===== config.mk =====
export PLATFORM = sky130hd
export DESIGN_NAME = game_ctrl
export DESIGN_NICKNAME = d
export VERILOG_FILES = /design/src/rtl/game_pkg.sv /design/src/rtl/game_ctrl_frame_tick_gen.sv /design/src/rtl/game_ctrl.sv
export SDC_FILE = /design/constraint.sdc
export NUM_CORES = 1
export LEC_CHECK = 0
export BUFFER_PORTS_ARGS = -buffer_cell sky130_fd_sc_hd__buf_2
export CAP_MARGIN = 20
export CORE_MARGIN = 10
export CORE_UTILIZATION = 55
export DETAILED_ROUTE_END_ITERATION = 7
export GPL_ROUTABILITY_DRIVEN = 0
export PLACE_DENSITY_LB_ADDON = 0.2
export SLEW_MARGIN = 20
export SYNTH_ARGS = -nofsm -noshare
export SYNTH_HDL_FRONTEND = slang
export SYNTH_SLANG_ARGS = --single-unit

===== constraint.sdc =====
create_clock -name CLK -period 3.4 [get_ports CLK]
set_input_delay 0.17 -clock CLK [delete_from_list [all_inputs] [get_ports CLK]]
set_output_delay 0.17 -clock CLK [all_outputs]
set_load 0.05 [all_outputs]

===== src/rtl/game_pkg.sv =====
// Shared constants and state encoding for the runner game controller.
package game_pkg;
   localparam int SPEED_W = 4;
   localparam int LIVES_W = 3;

   typedef enum logic [2:0] {
      IDLE  = 3'd0,
      ARMED = 3'd1,
      RUN   = 3'd2,
      PAUSE = 3'd3,
      OVER  = 3'd4
   } game_state_t;
endpackage


===== src/rtl/game_ctrl_frame_tick_gen.sv =====
// Vertical-sync falling-edge detector; emits one pulse per frame at the start of blanking.
module frame_tick_gen (
   input  logic CLK,
   input  logic RESET_N,
   input  logic vs,
   output logic frame_tick
);
   logic vs_r;
   logic tick_r;

   // Delay vs by one cycle and flag the 1->0 transition.
   always_ff @(posedge CLK or negedge RESET_N) begin
      if (!RESET_N) begin
         vs_r   <= 1'b0;
         tick_r <= 1'b0;
      end else begin
         vs_r   <= vs;
         tick_r <= vs_r & ~vs;
      end
   end

   assign frame_tick = tick_r;
endmodule


===== src/rtl/game_ctrl.sv =====
// Game-state controller: start/pause/over FSM, lives with post-hit immunity,
// frame-paced scoring and speed ramp for the VGA runner game.
module game_ctrl
   import game_pkg::*;
#(
   parameter int N_HAZARD         = 2,
   parameter int LIVES            = 3,
   parameter int SCORE_W          = 16,
   parameter int FRAMES_PER_POINT = 6,
   parameter int PTS_PER_SPEED    = 100,
   parameter int SPEED_MIN        = 1,
   parameter int SPEED_MAX        = 15,
   parameter int INVULN_FRAMES    = 60
) (
   input  logic                CLK,
   input  logic                RESET_N,
   input  logic                start,
   input  logic                pause,
   input  logic                vs,
   input  logic                px_player,
   input  logic [N_HAZARD-1:0] px_hazard,
   output logic                game_status,
   output logic [2:0]          state,
   output logic [SCORE_W-1:0]  score,
   output logic [LIVES_W-1:0]  lives_left,
   output logic [SPEED_W-1:0]  speed,
   output logic                hit,
   output logic [N_HAZARD-1:0] hit_mask
);
   localparam int INV_W = $clog2(INVULN_FRAMES + 1);
   localparam int FC_W  = $clog2(FRAMES_PER_POINT + 1);
   localparam int PC_W  = $clog2(PTS_PER_SPEED + 1);
   localparam logic [SCORE_W-1:0] SCORE_SAT = {SCORE_W{1'b1}};

   game_state_t         state_r, state_nx_s;
   logic [SCORE_W-1:0]  score_r, score_nx_s;
   logic [LIVES_W-1:0]  lives_r, lives_nx_s;
   logic [SPEED_W-1:0]  speed_r, speed_nx_s;
   logic                hit_r, hit_nx_s;
   logic [N_HAZARD-1:0] hit_mask_r, hit_mask_nx_s;
   logic [INV_W-1:0]    invuln_r, invuln_nx_s;
   logic [FC_W-1:0]     frame_cnt_r, frame_cnt_nx_s;
   logic [PC_W-1:0]     pt_cnt_r, pt_cnt_nx_s;
   logic                start_lat_r, start_lat_nx_s;
   logic                frame_hit_r, frame_hit_nx_s;
   logic                game_status_r;
   logic                frame_tick_s;
   logic                coll_s;
   logic                final_hit_s;

   frame_tick_gen u_tick (
      .CLK        (CLK),
      .RESET_N    (RESET_N),
      .vs         (vs),
      .frame_tick (frame_tick_s)
   );

   // At most one accepted hit per frame, and none while immune.
   assign coll_s = (state_r == RUN) && (invuln_r == INV_W'(0)) && !frame_hit_r
                   && px_player && (|px_hazard);
   assign final_hit_s = coll_s && (lives_r <= LIVES_W'(1));

   // Next-state and datapath decode; a final hit pre-empts the tick's score/pause work.
   always_comb begin
      state_nx_s     = state_r;
      score_nx_s     = score_r;
      lives_nx_s     = lives_r;
      speed_nx_s     = speed_r;
      hit_nx_s       = 1'b0;
      hit_mask_nx_s  = hit_mask_r;
      invuln_nx_s    = invuln_r;
      frame_cnt_nx_s = frame_cnt_r;
      pt_cnt_nx_s    = pt_cnt_r;
      start_lat_nx_s = start_lat_r;
      frame_hit_nx_s = frame_hit_r;

      if (((state_r == IDLE) || (state_r == OVER)) && start) begin
         start_lat_nx_s = 1'b1;
      end else begin
         start_lat_nx_s = start_lat_r;
      end

      if (coll_s) begin
         frame_hit_nx_s = 1'b1;
      end else if (frame_tick_s) begin
         frame_hit_nx_s = 1'b0;
      end else begin
         frame_hit_nx_s = frame_hit_r;
      end

      case (state_r)
         IDLE: begin
            if (start_lat_r) begin
               state_nx_s = ARMED;
            end else begin
               state_nx_s = IDLE;
            end
         end
         ARMED: begin
            if (frame_tick_s) begin
               state_nx_s     = RUN;
               score_nx_s     = SCORE_W'(0);
               lives_nx_s     = LIVES_W'(LIVES);
               speed_nx_s     = SPEED_W'(SPEED_MIN);
               hit_mask_nx_s  = N_HAZARD'(0);
               invuln_nx_s    = INV_W'(0);
               frame_cnt_nx_s = FC_W'(0);
               pt_cnt_nx_s    = PC_W'(0);
               start_lat_nx_s = 1'b0;
            end else begin
               state_nx_s = ARMED;
            end
         end
         RUN: begin
            if (coll_s) begin
               hit_nx_s      = 1'b1;
               hit_mask_nx_s = px_hazard;
               if (final_hit_s) begin
                  lives_nx_s = LIVES_W'(0);
                  state_nx_s = OVER;
               end else begin
                  lives_nx_s = lives_r - LIVES_W'(1);
               end
            end else begin
               hit_nx_s = 1'b0;
            end

            if (coll_s && !final_hit_s) begin
               invuln_nx_s = INV_W'(INVULN_FRAMES);
            end else if (frame_tick_s && (invuln_r != INV_W'(0))) begin
               invuln_nx_s = invuln_r - INV_W'(1);
            end else begin
               invuln_nx_s = invuln_r;
            end

            if (frame_tick_s && !final_hit_s) begin
               if (frame_cnt_r == FC_W'(FRAMES_PER_POINT - 1)) begin
                  frame_cnt_nx_s = FC_W'(0);
                  score_nx_s = (score_r == SCORE_SAT) ? score_r : score_r + SCORE_W'(1);
                  if (pt_cnt_r == PC_W'(PTS_PER_SPEED - 1)) begin
                     pt_cnt_nx_s = PC_W'(0);
                     speed_nx_s  = (speed_r == SPEED_W'(SPEED_MAX)) ? speed_r
                                                                    : speed_r + SPEED_W'(1);
                  end else begin
                     pt_cnt_nx_s = pt_cnt_r + PC_W'(1);
                  end
               end else begin
                  frame_cnt_nx_s = frame_cnt_r + FC_W'(1);
               end
               if (pause) begin
                  state_nx_s = PAUSE;
               end else begin
                  state_nx_s = RUN;
               end
            end else begin
               frame_cnt_nx_s = frame_cnt_r;
            end
         end
         PAUSE: begin
            if (frame_tick_s && !pause) begin
               state_nx_s = RUN;
            end else begin
               state_nx_s = PAUSE;
            end
         end
         OVER: begin
            if (start_lat_r) begin
               state_nx_s = ARMED;
            end else begin
               state_nx_s = OVER;
            end
         end
         default: begin
            state_nx_s = IDLE;
         end
      endcase
   end

   // Game state registers.
   always_ff @(posedge CLK or negedge RESET_N) begin
      if (!RESET_N) begin
         state_r       <= IDLE;
         score_r       <= SCORE_W'(0);
         lives_r       <= LIVES_W'(LIVES);
         speed_r       <= SPEED_W'(SPEED_MIN);
         hit_r         <= 1'b0;
         hit_mask_r    <= N_HAZARD'(0);
         invuln_r      <= INV_W'(0);
         frame_cnt_r   <= FC_W'(0);
         pt_cnt_r      <= PC_W'(0);
         start_lat_r   <= 1'b0;
         frame_hit_r   <= 1'b0;
         game_status_r <= 1'b0;
      end else begin
         state_r       <= state_nx_s;
         score_r       <= score_nx_s;
         lives_r       <= lives_nx_s;
         speed_r       <= speed_nx_s;
         hit_r         <= hit_nx_s;
         hit_mask_r    <= hit_mask_nx_s;
         invuln_r      <= invuln_nx_s;
         frame_cnt_r   <= frame_cnt_nx_s;
         pt_cnt_r      <= pt_cnt_nx_s;
         start_lat_r   <= start_lat_nx_s;
         frame_hit_r   <= frame_hit_nx_s;
         game_status_r <= (state_nx_s == RUN);
      end
   end

   assign game_status = game_status_r;
   assign state       = state_r;
   assign score       = score_r;
   assign lives_left  = lives_r;
   assign speed       = speed_r;
   assign hit         = hit_r;
   assign hit_mask    = hit_mask_r;
endmodule

==> results.cfg, run 1 <==
[floorplan]
die-width_um = 91.07
num_io_pins = 38
core-area_mm2 = 0.004817
start_util_pct = 57.66
rows = 25
die_y_um = 91.07
die-area_mm2 = 0.008293

[synth]
ys_seq_area_share_pct = 45.18
muxShareOfSynthArea_pct = 0.7207
yosys.cell_count.top_type = dfrtp_1
synth_top_family_by_area = simple AND/OR/NAND/NOR gates
synth_xor_area_share_pct = 0
synth_commonest_cells = dfrtp_1 (47), a21oi_1 (29), o21ai_0 (27)
synth_top_area_share_pct = 42.34
synth_fp_nets = 310
ys_ff_latch = 50
syn-cell-area_mm2 = 0.002778
ys_top_cells_by_area = dfrtp_1 (42%), a21oi_1 (5.2%), o21ai_0 (4.9%)
synth_edf_count = 0
synth_simple_gate_area_share_pct = 23.74
synthArstFlopShare_pct = 100.0
synth_cell_types = 62
syn_avg_cell_area_um2 = 9.416
yosys_most_used_dff = dfrtp_1
yosys.area_share.adder_pct = 3.153
synth-compound-area-share_pct = 22.57
syn_inst = 295
yosysTopAreaCell = dfrtp_1
yosysWarnings = 0

[global_route]
gr-total-overflow = 0
met3_usage_pct = 3.457
grtUsageTotal_pct = 15.02
busiest_layer = met2
grt_pass1_wl_mm = 10.59
use_met1_pct = 20.28
antenna_found_initial = 0
grt_start_max_net_pins = 34
grt_pass1_vias = 2259
globalRouteMet2Util_pct = 22.85

[place]
dp_cells = 389
dp_hpwl_mm = 4.484
dpl_cell_area_mm2 = 0.002997
dp_worst_setup_slack_ns = 1.155
port_buffers = 37

[timing]
fin_skew_ns = 0.003705
slew_viol_final = 0
fin_ws_ns = 1.108
fin_crit_ns = 2.292
rsz0062_at_grt = false
setup_viol = 0
relSlewSlack_pct = 63.07
worst_slew_pin_slew_ns = 0.5540
hold_viol = 0
finalSetupTns_ns = 0
fin_crit_sh_pct = 67.41
timing.fmax_mhz = 436.3

[drt]
finalWirelength_mm = 6.259
drc_errors = 0
post_drt_wl_per_cell_um = 15.69
drt-initial-drc-count = 223
final_antenna_net_count = 0
drt_first_pass_iters = 4
vias = 2367
via_per_inst = 5.932

[clock_tree]
clockBufferDepth = 2
cts-root-buf = clkbuf_8
postCtsSetupBuffers = 0
clk_pin_slew_ns = 0.08
h-tree-depth = 2
cts_buffers = 5
cts_tree = built
clkSinkCount = 50
worstSkewPairLatency_ns = 0.30

[critical_path]
cp.required_ns = 3.58
criticalPathCategory = reg2reg
critPathArrivalTime_ns = 2.47
critPathLaunch = invuln_r[0]$_DFFE_PN0P_
crit_fanout = 33
critPathLaunchType = flop
worstSetupEndpointType = flop
r2r-start = invuln_r[0]$_DFFE_PN0P_

[finish]
antennaDiodeCount = 0
nets = 346
multi_input_area_mm2 = 0.001394
stdcell_area_mm2 = 0.003097
area_growth_pct = 11.49
stdcell_count = 399
drive_gt1_share_pct = 18.37
final-seq-area_mm2 = 0.001255
fill_cells = 451

[hold_path]
worstHoldStart = px_hazard[1]
hp-class = in2reg

[pwr]
ir_drop_mv = 0.4184
power.leakage_nw = 1.386
p_per_area_mw_per_mm2 = 568.6
p_total_w = 0.001761

[flow_run]
drv_cap = 0

[outcome]
status = finished, final reports clean
==> critical path, cell delays in order, from the launching register on <==
cell and delay, ns:
dfrtp_1 0.42, inv_1 0.09, ha_1 0.14, nor3b_2 0.37, nand4b_1 0.34, o21ai_2 0.21, buf_4 0.31, or2_2 0.21
o21ai_0 0.08
==> worst paths after layout <==
kind | endpoint | slack [ns] | cells past startpoint
worst max register to register | pt_cnt_r[2]$_DFFE_PN0P_ | 1.11 | 8
worst min register to register | u_tick.frame_tick$_DFF_PN0_ | 0.47 | 1
max in group asynchronous | speed[0]$_DFFE_PN1P_ | 2.22 | 3
min in group asynchronous | pt_cnt_r[1]$_DFFE_PN0P_ | 0.38 | 2
worst min-delay path | hit_mask[1]$_DFFE_PN0P_ | 0.10 | 2
worst max-delay path | pt_cnt_r[2]$_DFFE_PN0P_ | 1.11 | 8
==> flip-flops by register name (all words and copies together), names as in the netlist <==
register and flops:
u_tick.frame_tick 1, frame_cnt_r 3, game_status 1, hit 1
invuln_r 6, score 16, hit_mask 2, lives_left 3
pt_cnt_r 7, state 3, u_tick.vs_r 1, frame_hit_r 1
speed 4, start_lat_r 1
==> stage by stage <==
step                util [%]  hold WS [ns]
global route           64.29        0.1084
finish                 64.29        0.1040
global placement       62.21        0.1839
CTS                    64.29        0.1020
floorplan                  -       -0.1256
detailed placement     62.21        0.1836
==> power by group <==
part / switching (W) / internal, W
sequential: 0.000126 / 0.000712
clock: 0.000183 / 0.000146
combinational: 0.000404 / 0.000190
==> layer usage <==
| metal | up-vias | share of wire (%) |
|---|---|---|
| li1 | 1181 | - |
| met1 | 1111 | 48 |
| met2 | 65 | 45 |
| met3 | 10 | 5.5 |
| met4 | 0 | 1.3 |
| met5 | - | 0 |
==> kinds of logic (layout without fill, tap and decap cells) <==
logic type      count (synthesis)  count (layout)
simple gates                  113             113
compound gates                 98              98
flops                          50              50
buf+inv                        25              62
fa+ha+maj                       7               7
mux                             2               2
==> final cells by class <==
type,count,share of cell area [%]
multi-input combinational,220,45.01
inverter,9,1.091
clock buffer,8,2.586
sequential,50,40.53
tap,67,2.707
timing repair buffer,45,8.081
==> what timing repair did <==
item,4_1_cts,5_1_grt
hold endpoints to repair,22,0
hold buffers,2,0
resized for setup,0,0
==> layout by cell type (no fill, tap or decap), types with 5 or more instances in the layout <==
cell type	count
nor2_1	16
or4_1	7
and3_1	5
nand2_1	23
buf_2	37
o21ai_0	27
dfrtp_1	47
inv_1	9
o31ai_1	8
a21oi_1	29
ha_1	7
buf_4	6
nand4_1	7
clkbuf_8	5
nand4b_1	5
nand3_1	18
Power figures use the tool's default switching activity.
==> run 2, diff against run 1 <==
==> constraint.sdc (replaced) <==
create_clock -name CLK -period 2.4 [get_ports CLK]
set_input_delay 0.12 -clock CLK [delete_from_list [all_inputs] [get_ports CLK]]
set_output_delay 0.12 -clock CLK [all_outputs]
set_load 0.05 [all_outputs]
==> results.cfg, run 2 (synthesized netlist as in run 1, its figures left out) <==
[critical_path]
crit_chain = inv_1 > ha_1 > o21ba_2 > or3_4 > o21ai_2 > buf_12 > or4_1 > a21oi_1
crit_slowest_cell = dfstp_2
criticalPathCategory = reg2reg
critPathArrivalTime_ns = 2.38
crit_fanout = 33
cp.required_ns = 2.62
cp_slowest_stage_delay_ns = 0.55
critPathLaunchType = flop
worstSetupEndpointType = flop

[outcome]
status = finished, final reports clean

[timing]
fin_crit_ns = 2.158
hold_viol = 0
slew_viol_final = 0
worst_slew_pin_slew_ns = 0.4671
rsz0062_at_grt = false
timing.fmax_mhz = 463.4
fin_skew_ns = 0.003998
fin_crit_sh_pct = 89.91
setup_viol = 0
relSlewSlack_pct = 68.65
finalSetupTns_ns = 0

[pwr]
ir_drop_mv = 0.6636
p_total_w = 0.002658
power.leakage_nw = 1.429
p_per_area_mw_per_mm2 = 837.7

[floorplan]
start_util_pct = 57.66
core-area_mm2 = 0.004817
rows = 25
die-area_mm2 = 0.008293
die-width_um = 91.07
num_io_pins = 38
die_y_um = 91.07

[finish]
drive_gt1_share_pct = 19.88
final-seq-area_mm2 = 0.001255
fill_cells = 437
layout_common_cells = dfrtp_1 (47), buf_2 (37), a21oi_1 (29)
layout_commonest_cell = dfrtp_1
antennaDiodeCount = 0
area_growth_pct = 14.23
multi_input_area_mm2 = 0.001394
largest_register_ffs = 16
nets = 351

[drt]
final_antenna_net_count = 0
drt-initial-drc-count = 157
finalWirelength_mm = 6.483
via_per_inst = 5.990
drt_first_pass_iters = 4
post_drt_wl_per_cell_um = 16.05
vias = 2420
drc_errors = 0

[clock_tree]
cts_tree = built
clk_pin_slew_ns = 0.09
cts_buffers = 5
clkSinkCount = 50
clockBufferDepth = 2
cts-root-buf = clkbuf_8
cts_repair_resize_count = 0
h-tree-depth = 2
worstSkewPairLatency_ns = 0.30

[place]
port_buffers = 37
dp_hpwl_mm = 4.764

[global_route]
gr-total-overflow = 0
grtUsageTotal_pct = 15.53
grt_pass1_wl_mm = 11.00
antenna_found_initial = 0
grt_pass1_vias = 2334
grt_start_max_net_pins = 34

[flow_run]
drv_cap = 0

[hold_path]
hp-class = in2reg
[run 2: cell types whose count changed in the layout (fill, tap and decap cells not counted)]
cell       previous run  this run
clkbuf_1              3         2
bufinv_16             0         1
buf_12                0         1
buf_4                 6        10
[run 2: path summary, 6_finish.rpt]
path	from	to	slack, ns	cells past startpoint
max in group asynchronous	RESET_N	speed[0]$_DFFE_PN1P_	1.52	3
min in group asynchronous	RESET_N	score[4]$_DFFE_PN0P_	0.23	2
setup / recovery	lives_left[1]$_DFFE_PN1P_	score[13]$_DFFE_PN0P_	0.24	8
setup reg to reg	lives_left[1]$_DFFE_PN1P_	score[13]$_DFFE_PN0P_	0.24	8
hold reg to reg	u_tick.vs_r$_DFF_PN0_	u_tick.frame_tick$_DFF_PN0_	0.47	1
hold / removal	px_hazard[0]	hit_mask[0]$_DFFE_PN0P_	0.06	2
[run 2: repair_timing]
item | 4_1_cts | 5_1_grt
buffers inserted | 0 | 0
hold endpoints to repair | 14 | 0
hold buffers | 2 | 0
[run 2: where the power goes]
group | leakage [nW] | internal [W] | switching, W
Sequential | 0.635 | 0.00101 | 0.000182
Combinational | 0.742 | 0.000293 | 0.000588
Clock | 0.0524 | 0.000312 | 0.000274
Total | 1.43 | 0.00161 | 0.00104
[run 2: per-stage QoR]
step	hold slack [ns]	cells	instance area, um2	setup WS (ns)	utilization, %
detailed placement	0.03687	394	3047	0.2525	63.25
floorplan	-0.1756	295	2778	0.07049	-
global route	0.05446	404	3173	0.01149	65.87
finish	0.05974	404	3173	0.2421	65.87
CTS	0.05109	404	3173	0.2491	65.87
global placement	0.03242	394	3047	0.3460	63.25
[run 2: layer usage]
layer  track usage [%]  share of wire, %
met5                 0                 0
met4             4.700               1.1
met3             3.786               4.1
met2             24.70                48
met1             20.36                47
[run 2: critical path, delay by kind of cell (launching register included)]
kind | cells | cell delay [ns]
DFF | 1 | 0.55
AOI/OAI and AO/OA | 3 | 0.48
adders and majority gates | 1 | 0.17
buffers and inverters | 2 | 0.24
and+or+nand+nor | 2 | 0.63
[run 2: cell type report]
class	count	share of cell area [%]
Multi-Input combinational cell	220	43.93
Inverter	9	1.065
Sequential cell	50	39.55
Tap cell	67	2.642
Clock inverter	1	0.9464
Clock buffer	7	2.405
Timing Repair Buffer	50	9.464
